===== src/rtl/instr_fetch_pkg.sv =====
// ----------------------------------------------------------------------------
// instr_fetch_pkg
//   Shared ops header for the fetch/decode pair.
//   - Opcode constants (upper nibble of the 16-bit instruction word).
//   - Instruction word width.
//   - Fetch FSM state encodings, also exported on the fetch debug port.
// ----------------------------------------------------------------------------
package instr_fetch_pkg;

  localparam int INSTR_W = 16;

  // Control-flow opcodes, kept here so fetch and decode agree on them.
  localparam logic [3:0] OP_JMP  = 4'hC;
  localparam logic [3:0] OP_BEQ  = 4'hD;
  localparam logic [3:0] OP_HALT = 4'hF;

  typedef enum logic [2:0] {
    FS_IDLE  = 3'd0,
    FS_REQ   = 3'd1,
    FS_READY = 3'd2,
    FS_ISSUE = 3'd3,
    FS_HALT  = 3'd4
  } fetch_state_e;

  // True for words that change the flow of control.
  function automatic logic is_flow_op(input logic [INSTR_W-1:0] word);
    logic [3:0] op;
    op = word[INSTR_W-1 -: 4];
    return (op == OP_JMP) || (op == OP_BEQ) || (op == OP_HALT);
  endfunction

endpackage


===== src/rtl/instr_fetch.sv =====
// ----------------------------------------------------------------------------
// instr_fetch
//   Holds the program counter, fetches one 16-bit word per memory transaction
//   and hands it to the decoder with a one-cycle decode-enable pulse.
//
//   Memory handshake: O_mem_req/O_mem_addr are held stable while in REQ until
//   the cycle I_mem_ready is high; I_mem_data is valid in that same cycle and
//   is captured on the rising edge that ends it. A branch may drop O_mem_req
//   before ready arrives; the abandoned request must be tolerated by memory.
//
//   Ports
//     I_clk, I_reset          clock, async active-high reset
//     I_stall                 decoder cannot take a word this cycle
//     I_branch_en/_target     one-cycle redirect request and new PC
//     O_mem_req/O_mem_addr    memory read request and word address
//     I_mem_ready/I_mem_data  read data valid (same cycle) and word
//     O_instruction, O_pc     latched word and its address
//     O_dec_enable            decode-enable pulse
//     O_fault                 sticky fetch fault
//     O_dbg_state             current FSM state
//
//   Build option: IFETCH_TIMEOUT_EN adds a memory wait timeout that sets
//   O_fault and parks the FSM in HALT until reset. Without it REQ waits
//   forever and O_fault is constant 0.
// ----------------------------------------------------------------------------
module instr_fetch
  import instr_fetch_pkg::*;
#(
  parameter int                ADDR_W   = 8,
  parameter logic [ADDR_W-1:0] RESET_PC = '0,
  parameter int                TIMEOUT  = 15
) (
  input  logic               I_clk,
  input  logic               I_reset,
  input  logic               I_stall,
  input  logic               I_branch_en,
  input  logic [ADDR_W-1:0]  I_branch_target,
  output logic               O_mem_req,
  output logic [ADDR_W-1:0]  O_mem_addr,
  input  logic               I_mem_ready,
  input  logic [INSTR_W-1:0] I_mem_data,
  output logic [INSTR_W-1:0] O_instruction,
  output logic               O_dec_enable,
  output logic [ADDR_W-1:0]  O_pc,
  output logic               O_fault,
  output fetch_state_e       O_dbg_state
);

  fetch_state_e       state;
  logic [ADDR_W-1:0]  pc;
  logic [INSTR_W-1:0] instr_q;
  logic [ADDR_W-1:0]  pc_q;
  logic               mem_req_q;
  logic               dec_en_q;
  logic               timeout_hit;

`ifdef IFETCH_TIMEOUT_EN
  localparam int CNT_W = (TIMEOUT < 2) ? 1 : $clog2(TIMEOUT);
  localparam logic [CNT_W-1:0] CNT_LAST = CNT_W'(TIMEOUT - 1);

  logic [CNT_W-1:0] wait_cnt;
  logic             fault_q;

  // Fires on the last allowed REQ cycle; a branch in that cycle wins.
  assign timeout_hit = (state == FS_REQ) && !I_mem_ready && !I_branch_en &&
                       (wait_cnt == CNT_LAST);

  // Counter is zero whenever REQ is (re)entered: it is cleared outside REQ,
  // on ready, and on a redirect that restarts the request.
  always_ff @(posedge I_clk or posedge I_reset) begin
    if (I_reset) begin
      wait_cnt <= '0;
      fault_q  <= 1'b0;
    end else begin
      if (state != FS_REQ || I_mem_ready || I_branch_en) wait_cnt <= '0;
      else                                               wait_cnt <= wait_cnt + 1'b1;
      if (timeout_hit) fault_q <= 1'b1;
    end
  end

  assign O_fault = fault_q;
`else
  logic unused_timeout;
  assign unused_timeout = (TIMEOUT != 0);
  assign timeout_hit    = 1'b0;
  assign O_fault        = 1'b0;
`endif

  always_ff @(posedge I_clk or posedge I_reset) begin
    if (I_reset) begin
      state     <= FS_IDLE;
      pc        <= RESET_PC;
      instr_q   <= '0;
      pc_q      <= RESET_PC;
      mem_req_q <= 1'b0;
      dec_en_q  <= 1'b0;
    end else begin
      mem_req_q <= 1'b0;
      dec_en_q  <= 1'b0;
      case (state)
        FS_IDLE: begin
          state     <= FS_REQ;
          mem_req_q <= 1'b1;
          if (I_branch_en) pc <= I_branch_target;
        end
        FS_REQ: begin
          if (I_branch_en) begin
            // Redirect beats a same-cycle ready: data dropped, PC not bumped.
            pc        <= I_branch_target;
            mem_req_q <= 1'b1;
          end else if (I_mem_ready) begin
            instr_q <= I_mem_data;
            pc_q    <= pc;
            pc      <= pc + 1'b1;
            state   <= FS_READY;
          end else if (timeout_hit) begin
            state <= FS_HALT;
          end else begin
            mem_req_q <= 1'b1;
          end
        end
        FS_READY: begin
          if (I_branch_en) begin
            // Held word is discarded; O_instruction keeps it but never issues.
            pc        <= I_branch_target;
            state     <= FS_REQ;
            mem_req_q <= 1'b1;
          end else if (!I_stall) begin
            state    <= FS_ISSUE;
            dec_en_q <= 1'b1;
          end
        end
        FS_ISSUE: begin
          // The pulse for this word is already out; a redirect only steers
          // the next fetch.
          state     <= FS_REQ;
          mem_req_q <= 1'b1;
          if (I_branch_en) pc <= I_branch_target;
        end
        FS_HALT: begin
          state <= FS_HALT;
        end
        default: begin
          state <= FS_IDLE;
        end
      endcase
    end
  end

  assign O_mem_req     = mem_req_q;
  assign O_mem_addr    = pc;
  assign O_instruction = instr_q;
  assign O_dec_enable  = dec_en_q;
  assign O_pc          = pc_q;
  assign O_dbg_state   = state;

endmodule


===== config.mk =====
export PLATFORM = sky130hd
export DESIGN_NAME = instr_fetch
export DESIGN_NICKNAME = d
export VERILOG_FILES = /design/src/rtl/instr_fetch_pkg.sv /design/src/rtl/instr_fetch.sv
export SDC_FILE = /design/constraint.sdc
export NUM_CORES = 1
export LEC_CHECK = 0
export BUFFER_PORTS_ARGS = -buffer_cell sky130_fd_sc_hd__buf_2
export CAP_MARGIN = 20
export CORE_MARGIN = 8
export CORE_UTILIZATION = 25
export DETAILED_ROUTE_END_ITERATION = 7
export PLACE_DENSITY = 0.57
export SLEW_MARGIN = 25
export SYNTH_ARGS = -nofsm -noshare
export SYNTH_HDL_FRONTEND = slang
export SYNTH_SLANG_ARGS = --single-unit

===== constraint.sdc =====
create_clock -name I_clk -period 1.85 [get_ports I_clk]
set_input_delay 0.2775 -clock I_clk [delete_from_list [all_inputs] [get_ports I_clk]]
set_output_delay 0.2775 -clock I_clk [all_outputs]
set_load 0.01 [all_outputs]

---- Word-level counts from Yosys, hierarchy flattened ----
Cells that the tools add are included.
storage, ports and cells
  word-level logic and storage cells ...... 40
  memory bits (read-only) ................. 0
  output and inout bits ................... 38
  input bits .............................. 29
  register bits ........................... 37
  memories ................................ 0
  memory bits (writable) .................. 0
  bits in latches ......................... 0
cells by class
  equality and inequality tests ........... 9
  shift operators ......................... 0
  bitwise gates (word level) .............. 1
  reduce and logical (&&, ||, !) cells .... 7
  $lt $le $gt $ge ......................... 0
  $mul .................................... 0
  divide/modulo/power cells ............... 0
  add/sub/neg operators ................... 1
  multiplexer cells ....................... 16
operators with widths
  kind                                           number
  two-way mux 8 bit                              3
  case mux 8 bit (2 select lines)                1
  two-way mux 3 bit                              4
  case mux 3 bit (4 select lines)                1
  AND reduction 3 bit                            3
  adder 8 x 1 -> 8 bit, second input constant    1
  == test 3 x 2 -> 1 bit, second input constant  2
  two-way mux 1 bit                              6
  != test 3 bit, second input constant           2
  != test 2 bit, second input constant           2
  == test 3 x 1 -> 1 bit, second input constant  1
  == test 3 bit, second input constant           1
  zero test 3 bit                                1
  case mux 1 bit (3 select lines)                1
  OR reduction 3 bit                             1
  != test 2 x 1 -> 1 bit, second input constant  1
  nonzero test 2 bit                             1
  OR reduction 2 bit                             1
  NOT 1 bit                                      1

---- Depth between registers and ports, before layout ----
Gate-level depths: netlist (run 1).
  depth after elaboration ................. 4
  mapped depth ............................ 5

---- Worst setup path before layout (run 1) ----
OpenSTA, ideal clock, no wires.
  kind .................................... reg2reg
  start ................................... reg state[0], in the netlist O_dbg_state[0]
  end ..................................... reg instr_q[0], in the netlist O_instruction[0]
  arrival time ............................ 1.302 ns
  period minus slack after synthesis ...... 1.427 ns
  cell stages (with the launch flop) ...... 6
  path slack .............................. 0.423 ns
  path buffers ............................ 2
  setup time .............................. 0.125 ns
  cells stage by stage .................... dfrtp_1 -> and3b_1 -> buf_4 -> nand2_4 -> buf_6 -> mux2_4
on the way
  longest elaborated chain between the ends .. 2
ends and longest elaborated chain
  element                               line                source
  from (decl)                           instr_fetch.sv:49   fetch_state_e state;
  from (signal assigned)                instr_fetch.sv:91   state <= FS_IDLE;
  from (signal assigned)                instr_fetch.sv:102  state <= FS_REQ;
  from (signal assigned)                instr_fetch.sv:115  state <= FS_READY;
  == test 3 x 1 -> 1 bit                instr_fetch.sv:100  case (state)
  AND reduction 3 bit (no source line)  --
  to (signal assigned)                  instr_fetch.sv:112  instr_q <= I_mem_data;
  to (decl)                             instr_fetch.sv:51   logic [INSTR_W-1:0] instr_q;
No other way between the ends.
A chain may end at the register's enable or synchronous reset.

---- Worst setup path after layout (run 1) ----
  start ................................... reg state[1], in the netlist O_dbg_state[1]
  end ..................................... reg instr_q[4], in the netlist O_instruction[4]
The elaborated chain is that of the path after synthesis.

==> results of run 1 <==
-- kinds of logic (layout without fill, tap and decap cells) --
family | after synthesis | after routing | synth area share (%)
multiplexers | 31 | 31 | 24.2
AND/OR/NAND/NOR | 31 | 31 | 9.56
flip-flops | 37 | 37 | 54.0
AO/OA/AOI/OAI | 17 | 17 | 7.29
adder cells (fa/ha/maj) | 1 | 1 | 0.729
other | 1 | 1 | 0.219
buffers and inverters | 10 | 78 | 4.01
-- how the worst min path moves through the flow --
| stage | start | endpoint | slack, ns | cells after the start |
|---|---|---|---|---|
| after CTS | I_reset | O_dec_enable$_DFF_PP0_ | 0.004 | 2 |
| final | I_reset | O_dec_enable$_DFF_PP0_ | -0.001 | 2 |
| after floorplan | I_mem_data[15] | O_instruction[15]$_DFFE_PP0P_ | 0.41 | 1 |
| after global placement | I_reset | O_instruction[0]$_DFFE_PP0P_ | 0.31 | 2 |
| after global routing | I_reset | O_dbg_state[1]$_DFFE_PP0P_ | 0.04 | 2 |
| after detailed placement | I_reset | O_instruction[0]$_DFFE_PP0P_ | 0.33 | 2 |
-- Yosys cell counts (all sizes together) (2+ instances only) --
cell / count
a21oi: 8
mux2: 24
and3: 2
nand2: 8
buf: 6
and3b: 2
mux2i: 7
o21ai: 2
nand3: 7
dfrtp: 37
inv: 4
a2bb2oi: 5
nor2: 6
nor3: 2
-- through the flow --
| step | utilization (%) | total power, mW | hold WS (ns) | worst slack [ns] |
|---|---|---|---|---|
| finish | 32.6 | 2.38 | -0.00109 | 0.255 |
| CTS | 32.6 | 2.44 | 0.00363 | 0.238 |
| detailed placement | 31.3 | 1.85 | 0.325 | 0.243 |
| floorplan | - | 1.55 | 0.409 | 0.423 |
| global route | 32.6 | 2.54 | 0.0360 | 0.129 |
| global placement | 31.3 | 1.84 | 0.313 | 0.289 |
-- where the power goes --
part / internal (mW) / switching [mW] / leakage (nW)
Combinational: 0.382 / 0.316 / 0.630
Sequential: 0.985 / 0.132 / 0.432
Clock: 0.296 / 0.268 / 0.0443
Total: 1.66 / 0.717 / 1.11
-- area by class of cell --
type / instances / area share [%]
clock buffer: 7 / 3.95
sequential: 37 / 42.3
timing repair buffer: 67 / 15.6
multi-input combinational: 81 / 32.9
inverter: 4 / 0.686
tap: 80 / 4.57
-- layer usage --
layer	track usage [%]	vias to the layer above	part of all wire (%)
met1	10.7	565	46
met3	4.72	6	11
met2	12.7	49	42
li1	-	587	-
met4	3.19	0	1.3
met5	0	-	0
-- registers in the layout, summed over array words and instances, names as in the netlist --
name	count
O_dbg_state	3
O_pc	8
O_instruction	16
O_mem_req	1
O_dec_enable	1
O_mem_addr	8
==> results.json, run 1 <==
{
  "stdcell_count": 276,
  "placed_cell_area_mm2": 0.00210,
  "slew_violations": 0,
  "rsz0062_at_grt": "false",
  "rows": 30,
  "die_w_um": 98.8,
  "start_util_pct": 25.5,
  "synthArstFlopShare_pct": 100,
  "crit_fanout": 24,
  "yosysSeqAreaShare_pct": 54.0,
  "dieArea_mm2": 0.00977,
  "viasPerCell": 4.37,
  "avgSynthCellArea_um2": 13.4,
  "worstSetupPathDepth": 3,
  "tns_ns": 0,
  "fin_hold_ws_ns": -0.00109,
  "grt_use_total_pct": 8.77,
  "grt_first_pass_wirelength_um": 6700,
  "cp_slowest_cell": "dfrtp_1",
  "cts_buffer_depth": 2,
  "syn_to_final_growth_pct": 27.6,
  "stdcell_area_mm2": 0.00219,
  "synth-seq-cells": 37,
  "cts_root_buf": "clkbuf_8",
  "r2r_setup_slack_ns": 0.26,
  "grt_max_degree": 25,
  "final_nets": 226,
  "clk_transition_reported_paths_ns": 0.07,
  "synth.largest_area_cell": "dfrtp_1",
  "synth-edff-count": 0,
  "clock_insertion_delay_worst_skew_ns": 0.28,
  "hpwl_um": 3110,
  "outcome": "finished with violations",
  "synth-main-ff-cell": "dfrtp_1",
  "h-tree-depth": 2,
  "cts_resized": 0,
  "setup.worst_path.start": "O_dbg_state[1]$_DFFE_PP0P_",
  "overflow": 0,
  "detail_route.wl_per_cell_um": 14.8,
  "hold_path_class": "in -> async",
  "grt_pass1_vias": 1289,
  "cts_buffers": 5,
  "crit_buf_inv": 0,
  "hold_viol": 2,
  "routed-via-count": 1207,
  "die_height_um": 98.8,
  "clock_sinks": 37,
  "crit_type": "reg -> reg",
  "crit_chain": "and3b_1 > nand2_4 > mux2_1",
  "setup_viol": 0,
  "ys_warn_count": 0,
  "r2r-start": "O_dbg_state[1]$_DFFE_PP0P_",
  "ant_nets": 0,
  "timing.final.crit_share_pct": 86.2,
  "grt_antenna_before_repair": 0,
  "drc": 0,
  "p_per_area_mw_per_mm2": 1090,
  "cp.arrival_ns": 1.76,
  "maxCapViolations": 0,
  "syn_nets": 158,
  "fill_cells": 683,
  "power.leakage_nw": 1.11,
  "gp_congestion": 0.759,
  "violations": "hold timing",
  "cp_slowest_stage_delay_ns": 0.40,
  "placed_cells": 269,
  "multi_input_area_um2": 721,
  "ff_latch_area_um2": 926,
  "cp-endpoint": "O_instruction[4]$_DFFE_PP0P_",
  "diodes": 0,
  "hold_buffers": 0,
  "cp-start-kind": "flop",
  "reg2reg_to": "O_instruction[4]$_DFFE_PP0P_",
  "reg2reg_depth": 3,
  "io_pins": 67,
  "layout_common_cells": "buf_2, dfrtp_1, mux2_4",
  "dr.pass1.iters": 4,
  "netlist_area_mm2": 0.00172,
  "required_ns": 2.01,
  "critical_path.endpoint_type": "flop",
  "worst_clock_skew_ns": 0.00463,
  "max_freq_ghz": 0.627,
  "synth_cells": 128,
  "routed_wirelength_um": 4100,
  "period_minus_slack_ns": 1.59,
  "yosysTopAreaCellShare_pct": 54.0,
  "layout_commonest_cell": "buf_2",
  "cts_tree": "built",
  "coreArea_mm2": 0.00672,
  "synth_area_leaders": "dfrtp_1, mux2_4, mux2i_1, mux2_1, a2bb2oi_1",
  "vdd.ir_drop.worst_mv": 0.298,
  "drive_gt1_share_pct": 49.5,
  "port_buffers": 65,
  "cts_setup_buffers": 0,
  "crit_family": "simple AND/OR/NAND/NOR gates",
  "drt_iter0_drc": 37,
  "synth_cell_type_count": 29
}
Note: power is estimated with default switching activity, not from simulation.
==> inputs of run 2 (changes only) <==
--- a/config.mk
+++ b/config.mk
@@ -10,7 +10,7 @@
 export CORE_MARGIN = 8
 export CORE_UTILIZATION = 25
 export DETAILED_ROUTE_END_ITERATION = 7
-export PLACE_DENSITY = 0.57
+export PLACE_DENSITY = 0.51
 export SLEW_MARGIN = 25
 export SYNTH_ARGS = -nofsm -noshare
 export SYNTH_HDL_FRONTEND = slang
==> run 2 against run 1 <==
Against the previous run: the run now ends clean; clock power is 9.8% higher; combinational power hardly changed; largest power group unchanged; total power is 2.2% higher; critical endpoint is now O_pc[7]$_DFFE_PP0P_.
==> results.json, run 2 (synthesis results as in run 1) <==
{
  "outcome": "complete, no violations",
  "grt_pass1_vias": 1313,
  "worstMarginPinSlew_ns": 0.497,
  "gp_congestion": 0.720,
  "max_freq_ghz": 0.626,
  "wl_met3_um": 517,
  "rsz0062_at_grt": "false",
  "cp-start-kind": "flop",
  "utilization_pct": 32.7,
  "tns_ns": 0,
  "p_per_area_mw_per_mm2": 1110,
  "dr.pass1.iters": 4,
  "totalPowerFinal_mw": 2.43,
  "fin_hold_ws_ns": 0.0932,
  "required_ns": 2.02,
  "die_w_um": 98.8,
  "coreArea_mm2": 0.00672,
  "h-tree-depth": 2,
  "start_util_pct": 25.5,
  "cts_buffers": 5,
  "cts_tree": "built",
  "routed.top_layer": "met4",
  "layout_commonest_cell": "buf_2",
  "cts_root_buf": "clkbuf_8",
  "cts_setup_buffers": 0,
  "routed_wirelength_um": 4160,
  "io_pins": 67,
  "drt_iter0_drc": 35,
  "grt_use_total_pct": 8.81,
  "slew_violations": 0,
  "crit_type": "reg -> reg",
  "routed-via-count": 1221,
  "cp.arrival_ns": 1.77,
  "hold_buffers": 0,
  "critical_path.endpoint_type": "flop",
  "grt_first_pass_wirelength_um": 6930,
  "grt_antenna_before_repair": 0,
  "cts_resized": 0,
  "rows": 30,
  "hpwl_um": 3070,
  "clock_sinks": 37,
  "max_slew_margin_pct": 66.8,
  "largest_reg_flops": 16,
  "port_buffers": 65,
  "cts_buffer_depth": 2,
  "viasPerCell": 4.42,
  "detail_route.wl_per_cell_um": 15.1,
  "timing.final.crit_share_pct": 86.4,
  "setup_viol": 0,
  "overflow": 0,
  "ant_nets": 0,
  "wl_met2_um": 1740,
  "hold_viol": 0,
  "clk_transition_reported_paths_ns": 0.07,
  "fill_cells": 698,
  "drive_gt1_share_pct": 50.0,
  "final_nets": 225,
  "die_height_um": 98.8,
  "clock_insertion_delay_worst_skew_ns": 0.29,
  "worst_clock_skew_ns": 0.00974,
  "maxCapViolations": 0,
  "period_minus_slack_ns": 1.60,
  "power.leakage_nw": 1.11,
  "grt_max_degree": 38,
  "diodes": 0,
  "hold_path_class": "in -> async",
  "syn_to_final_growth_pct": 28.0,
  "crit_fanout": 24,
  "vdd.ir_drop.worst_mv": 0.221,
  "drc": 0,
  "dieArea_mm2": 0.00977,
  "met1_length_um": 1870,
  "layout_common_cells": "buf_2, dfrtp_1, mux2_4"
}
-- run 2: cell types whose count changed in the layout (fill, tap and decap cells not counted) --
cell,previous run,this run
clkbuf_8,6,7
buf_4,2,1
clkinv_2,0,1
clkbuf_1,1,0
-- run 2: metal layers --
| metal | global-route usage, % | vias to the layer above |
|---|---|---|
| met5 | 0 | - |
| met4 | 2.48 | 0 |
| met3 | 4.72 | 6 |
| met2 | 12.5 | 50 |
| met1 | 11.2 | 584 |
| li1 | - | 581 |
-- run 2: where the power goes --
| part | switching (mW) | internal, mW | leakage, nW |
|---|---|---|---|
| sequential | 0.127 | 0.985 | 0.432 |
| clock | 0.282 | 0.337 | 0.0542 |
| combinational | 0.319 | 0.381 | 0.625 |
| total | 0.728 | 1.70 | 1.11 |
-- run 2: final cells by class --
cell class / count / area [µm²] / area share (%)
flip-flops and latches: 37 / 926 / 42.2
multi-input cells: 81 / 721 / 32.8
repair buffers: 66 / 333 / 15.2
well taps: 80 / 100 / 4.56
clock buffers: 7 / 96.3 / 4.39
inverters: 4 / 15.0 / 0.684
clock inverters: 1 / 5.00 / 0.228
-- run 2: stage by stage --
step | std cells | setup slack, ns | cell area (µm²)
final | 276 | 0.252 | 2200
after global routing | 276 | 0.141 | 2200
after CTS | 276 | 0.229 | 2200
after detailed placement | 268 | 0.245 | 2090
after global placement | 268 | 0.288 | 2090
after floorplan | 128 | 0.423 | 1720
-- run 2: critical path: stages, from the launching register on --
cell	delay, ns
dfrtp_1	0.41
and3b_1	0.36
nand2_4	0.30
mux2_1	0.40
-- run 2: worst paths after layout --
path / startpoint / to / slack (ns) / cells past startpoint
max: O_dbg_state[1]$_DFFE_PP0P_ / O_pc[7]$_DFFE_PP0P_ / 0.25 / 3
min: I_reset / O_mem_addr[7]$_DFFE_PP0P_ / 0.09 / 3
max reg2reg: O_dbg_state[1]$_DFFE_PP0P_ / O_pc[7]$_DFFE_PP0P_ / 0.25 / 3
min reg2reg: O_dbg_state[1]$_DFFE_PP0P_ / O_dbg_state[2]$_DFFE_PP0P_ / 0.49 / 1
max in group asynchronous: I_reset / O_instruction[8]$_DFFE_PP0P_ / 1.42 / 3
min in group I_clk: I_mem_data[4] / O_instruction[4]$_DFFE_PP0P_ / 0.20 / 2
==> inputs of run 3 (changes only) <==
--- a/config.mk
+++ b/config.mk
@@ -7,10 +7,9 @@
 export LEC_CHECK = 0
 export BUFFER_PORTS_ARGS = -buffer_cell sky130_fd_sc_hd__buf_2
 export CAP_MARGIN = 20
-export CORE_MARGIN = 8
-export CORE_UTILIZATION = 25
+export CORE_UTILIZATION = 40
 export DETAILED_ROUTE_END_ITERATION = 7
-export PLACE_DENSITY = 0.51
+export PLACE_DENSITY = 0.72
 export SLEW_MARGIN = 25
 export SYNTH_ARGS = -nofsm -noshare
 export SYNTH_HDL_FRONTEND = slang
==> run 3 against run 2 <==
Against the previous run: register-to-register slack barely moved; via count increased by 0.33%; fmax up 0.36%; clock skew decreased by 0.0018 ns; non-clock buffer count did not move; combinational power is 3.4% lower; clock power barely moved; total power shrank 0.67%; flip-flop and latch count is the same; clock-buffer cell count stayed put; sequential power barely moved.
==> results.json, run 3 (synthesis results as in run 1) <==
{
  "outcome": "complete, no violations",
  "diodes": 0,
  "r2r_setup_slack_ns": 0.26,
  "coreArea_mm2": 0.00406,
  "cts_tree": "built",
  "crit_fanout": 24,
  "cts_root_buf": "clkbuf_8",
  "fill_cells": 353,
  "reg2reg_depth": 3,
  "clock_sinks": 37,
  "crit_type": "reg -> reg",
  "dr.pass1.iters": 4,
  "die_height_um": 67.5,
  "ant_nets": 0,
  "cts_setup_buffers": 0,
  "setup_viol": 0,
  "largest_reg_flops": 16,
  "cp_slowest_stage_delay_ns": 0.41,
  "die_w_um": 67.5,
  "layout_common_cells": "buf_2, dfrtp_1, mux2_4",
  "place_ws_ns": 0.248,
  "routed-via-count": 1225,
  "vdd.ir_drop.worst_mv": 0.303,
  "cts_resized": 0,
  "grt_max_degree": 38,
  "port_buffers": 65,
  "worst_slack_ns": 0.257,
  "critical_path.endpoint_type": "flop",
  "io_pins": 67,
  "hold_viol": 0,
  "dieArea_mm2": 0.00455,
  "cts_buffer_depth": 2,
  "gp_congestion": 0.749,
  "cp_slowest_cell": "dfrtp_1",
  "routed_wirelength_um": 3390,
  "grt_first_pass_wirelength_um": 5120,
  "layout_commonest_cell": "buf_2",
  "drt_iter0_drc": 43,
  "cts_buffers": 5,
  "power.leakage_nw": 1.11,
  "drc": 0,
  "required_ns": 2.02,
  "rows": 23,
  "slew_violations": 0,
  "clock_insertion_delay_worst_skew_ns": 0.28,
  "overflow": 0,
  "hold_buffers": 0,
  "detail_route.wl_per_cell_um": 13.8,
  "grt_pass1_vias": 1126,
  "viasPerCell": 4.98,
  "start_util_pct": 42.3,
  "max_freq_ghz": 0.628,
  "maxCapViolations": 0,
  "timing.final.crit_share_pct": 86.1,
  "tns_ns": 0,
  "period_minus_slack_ns": 1.59,
  "grt_use_total_pct": 15.5,
  "rsz0062_at_grt": "false",
  "cp-start-kind": "flop",
  "cp.arrival_ns": 1.76,
  "hpwl_um": 2390,
  "crit_chain": "and3b_1 > nand2_4 > mux2_1",
  "h-tree-depth": 2,
  "syn_to_final_growth_pct": 25.8,
  "worst_clock_skew_ns": 0.00798,
  "drive_gt1_share_pct": 50.0,
  "clk_transition_reported_paths_ns": 0.08,
  "hold_path_class": "in -> async",
  "p_per_area_mw_per_mm2": 1120,
  "grt_antenna_before_repair": 0,
  "final_nets": 225
}
[run 3: cell counts in the layout (fill, tap and decap cells not counted)]
Identical to the previous run, type by type.
[run 3: final cells by class]
class	instances	area (µm²)	area share (%)
flip-flops and latches	37	926	42.9
multi-input cells	81	721	33.4
repair buffers	66	333	15.4
clock buffers	7	96.3	4.46
well taps	50	62.6	2.90
inverters	4	15.0	0.696
clock inverters	1	5.00	0.232
[run 3: power by group]
group / internal (mW) / switching (mW)
clock: 0.337 / 0.281
sequential: 0.985 / 0.136
combinational: 0.380 / 0.296
total: 1.70 / 0.713
[run 3: worst paths after layout]
check,startpoint,end
min in group I_clk,I_mem_data[15],O_instruction[15]$_DFFE_PP0P_
worst max-delay path,O_dbg_state[1]$_DFFE_PP0P_,O_instruction[4]$_DFFE_PP0P_
max in group asynchronous,I_reset,O_instruction[3]$_DFFE_PP0P_
worst max register to register,O_dbg_state[1]$_DFFE_PP0P_,O_instruction[4]$_DFFE_PP0P_
worst min register to register,O_instruction[15]$_DFFE_PP0P_,O_instruction[15]$_DFFE_PP0P_
worst min-delay path,I_reset,O_pc[4]$_DFFE_PP0P_
[run 3: through the flow]
step           area, µm²  hold WS (ns)  cells  util [%]  power [mW]
2_1_floorplan       1720         0.409    128         -        1.55
3_3_place_gp        2060         0.406    238      50.7        1.80
3_5_place_dp        2060         0.410    238      50.7        1.82
4_1_cts             2160         0.105    246      53.2        2.44
5_1_grt             2160         0.145    246      53.2        2.56
6_report            2160        0.0852    246      53.2        2.41
[run 3: worst max-delay path, delay by kind of cell (launching register included)]
| family | cells | cell delay, ns |
|---|---|---|
| DFF | 1 | 0.41 |
| muxes | 1 | 0.41 |
| and+or+nand+nor | 2 | 0.66 |
[run 3: routing by layer]
layer  global-route usage [%]  wire length (µm)  vias up  share of wire, %
met5                        0                 0        -                 0
met4                     10.1                75        0               2.2
met3                     4.22               205        6               6.0
met2                     23.9              1550       45                46
met1                     18.8              1570      590                46
li1                         -                 -      584                 -
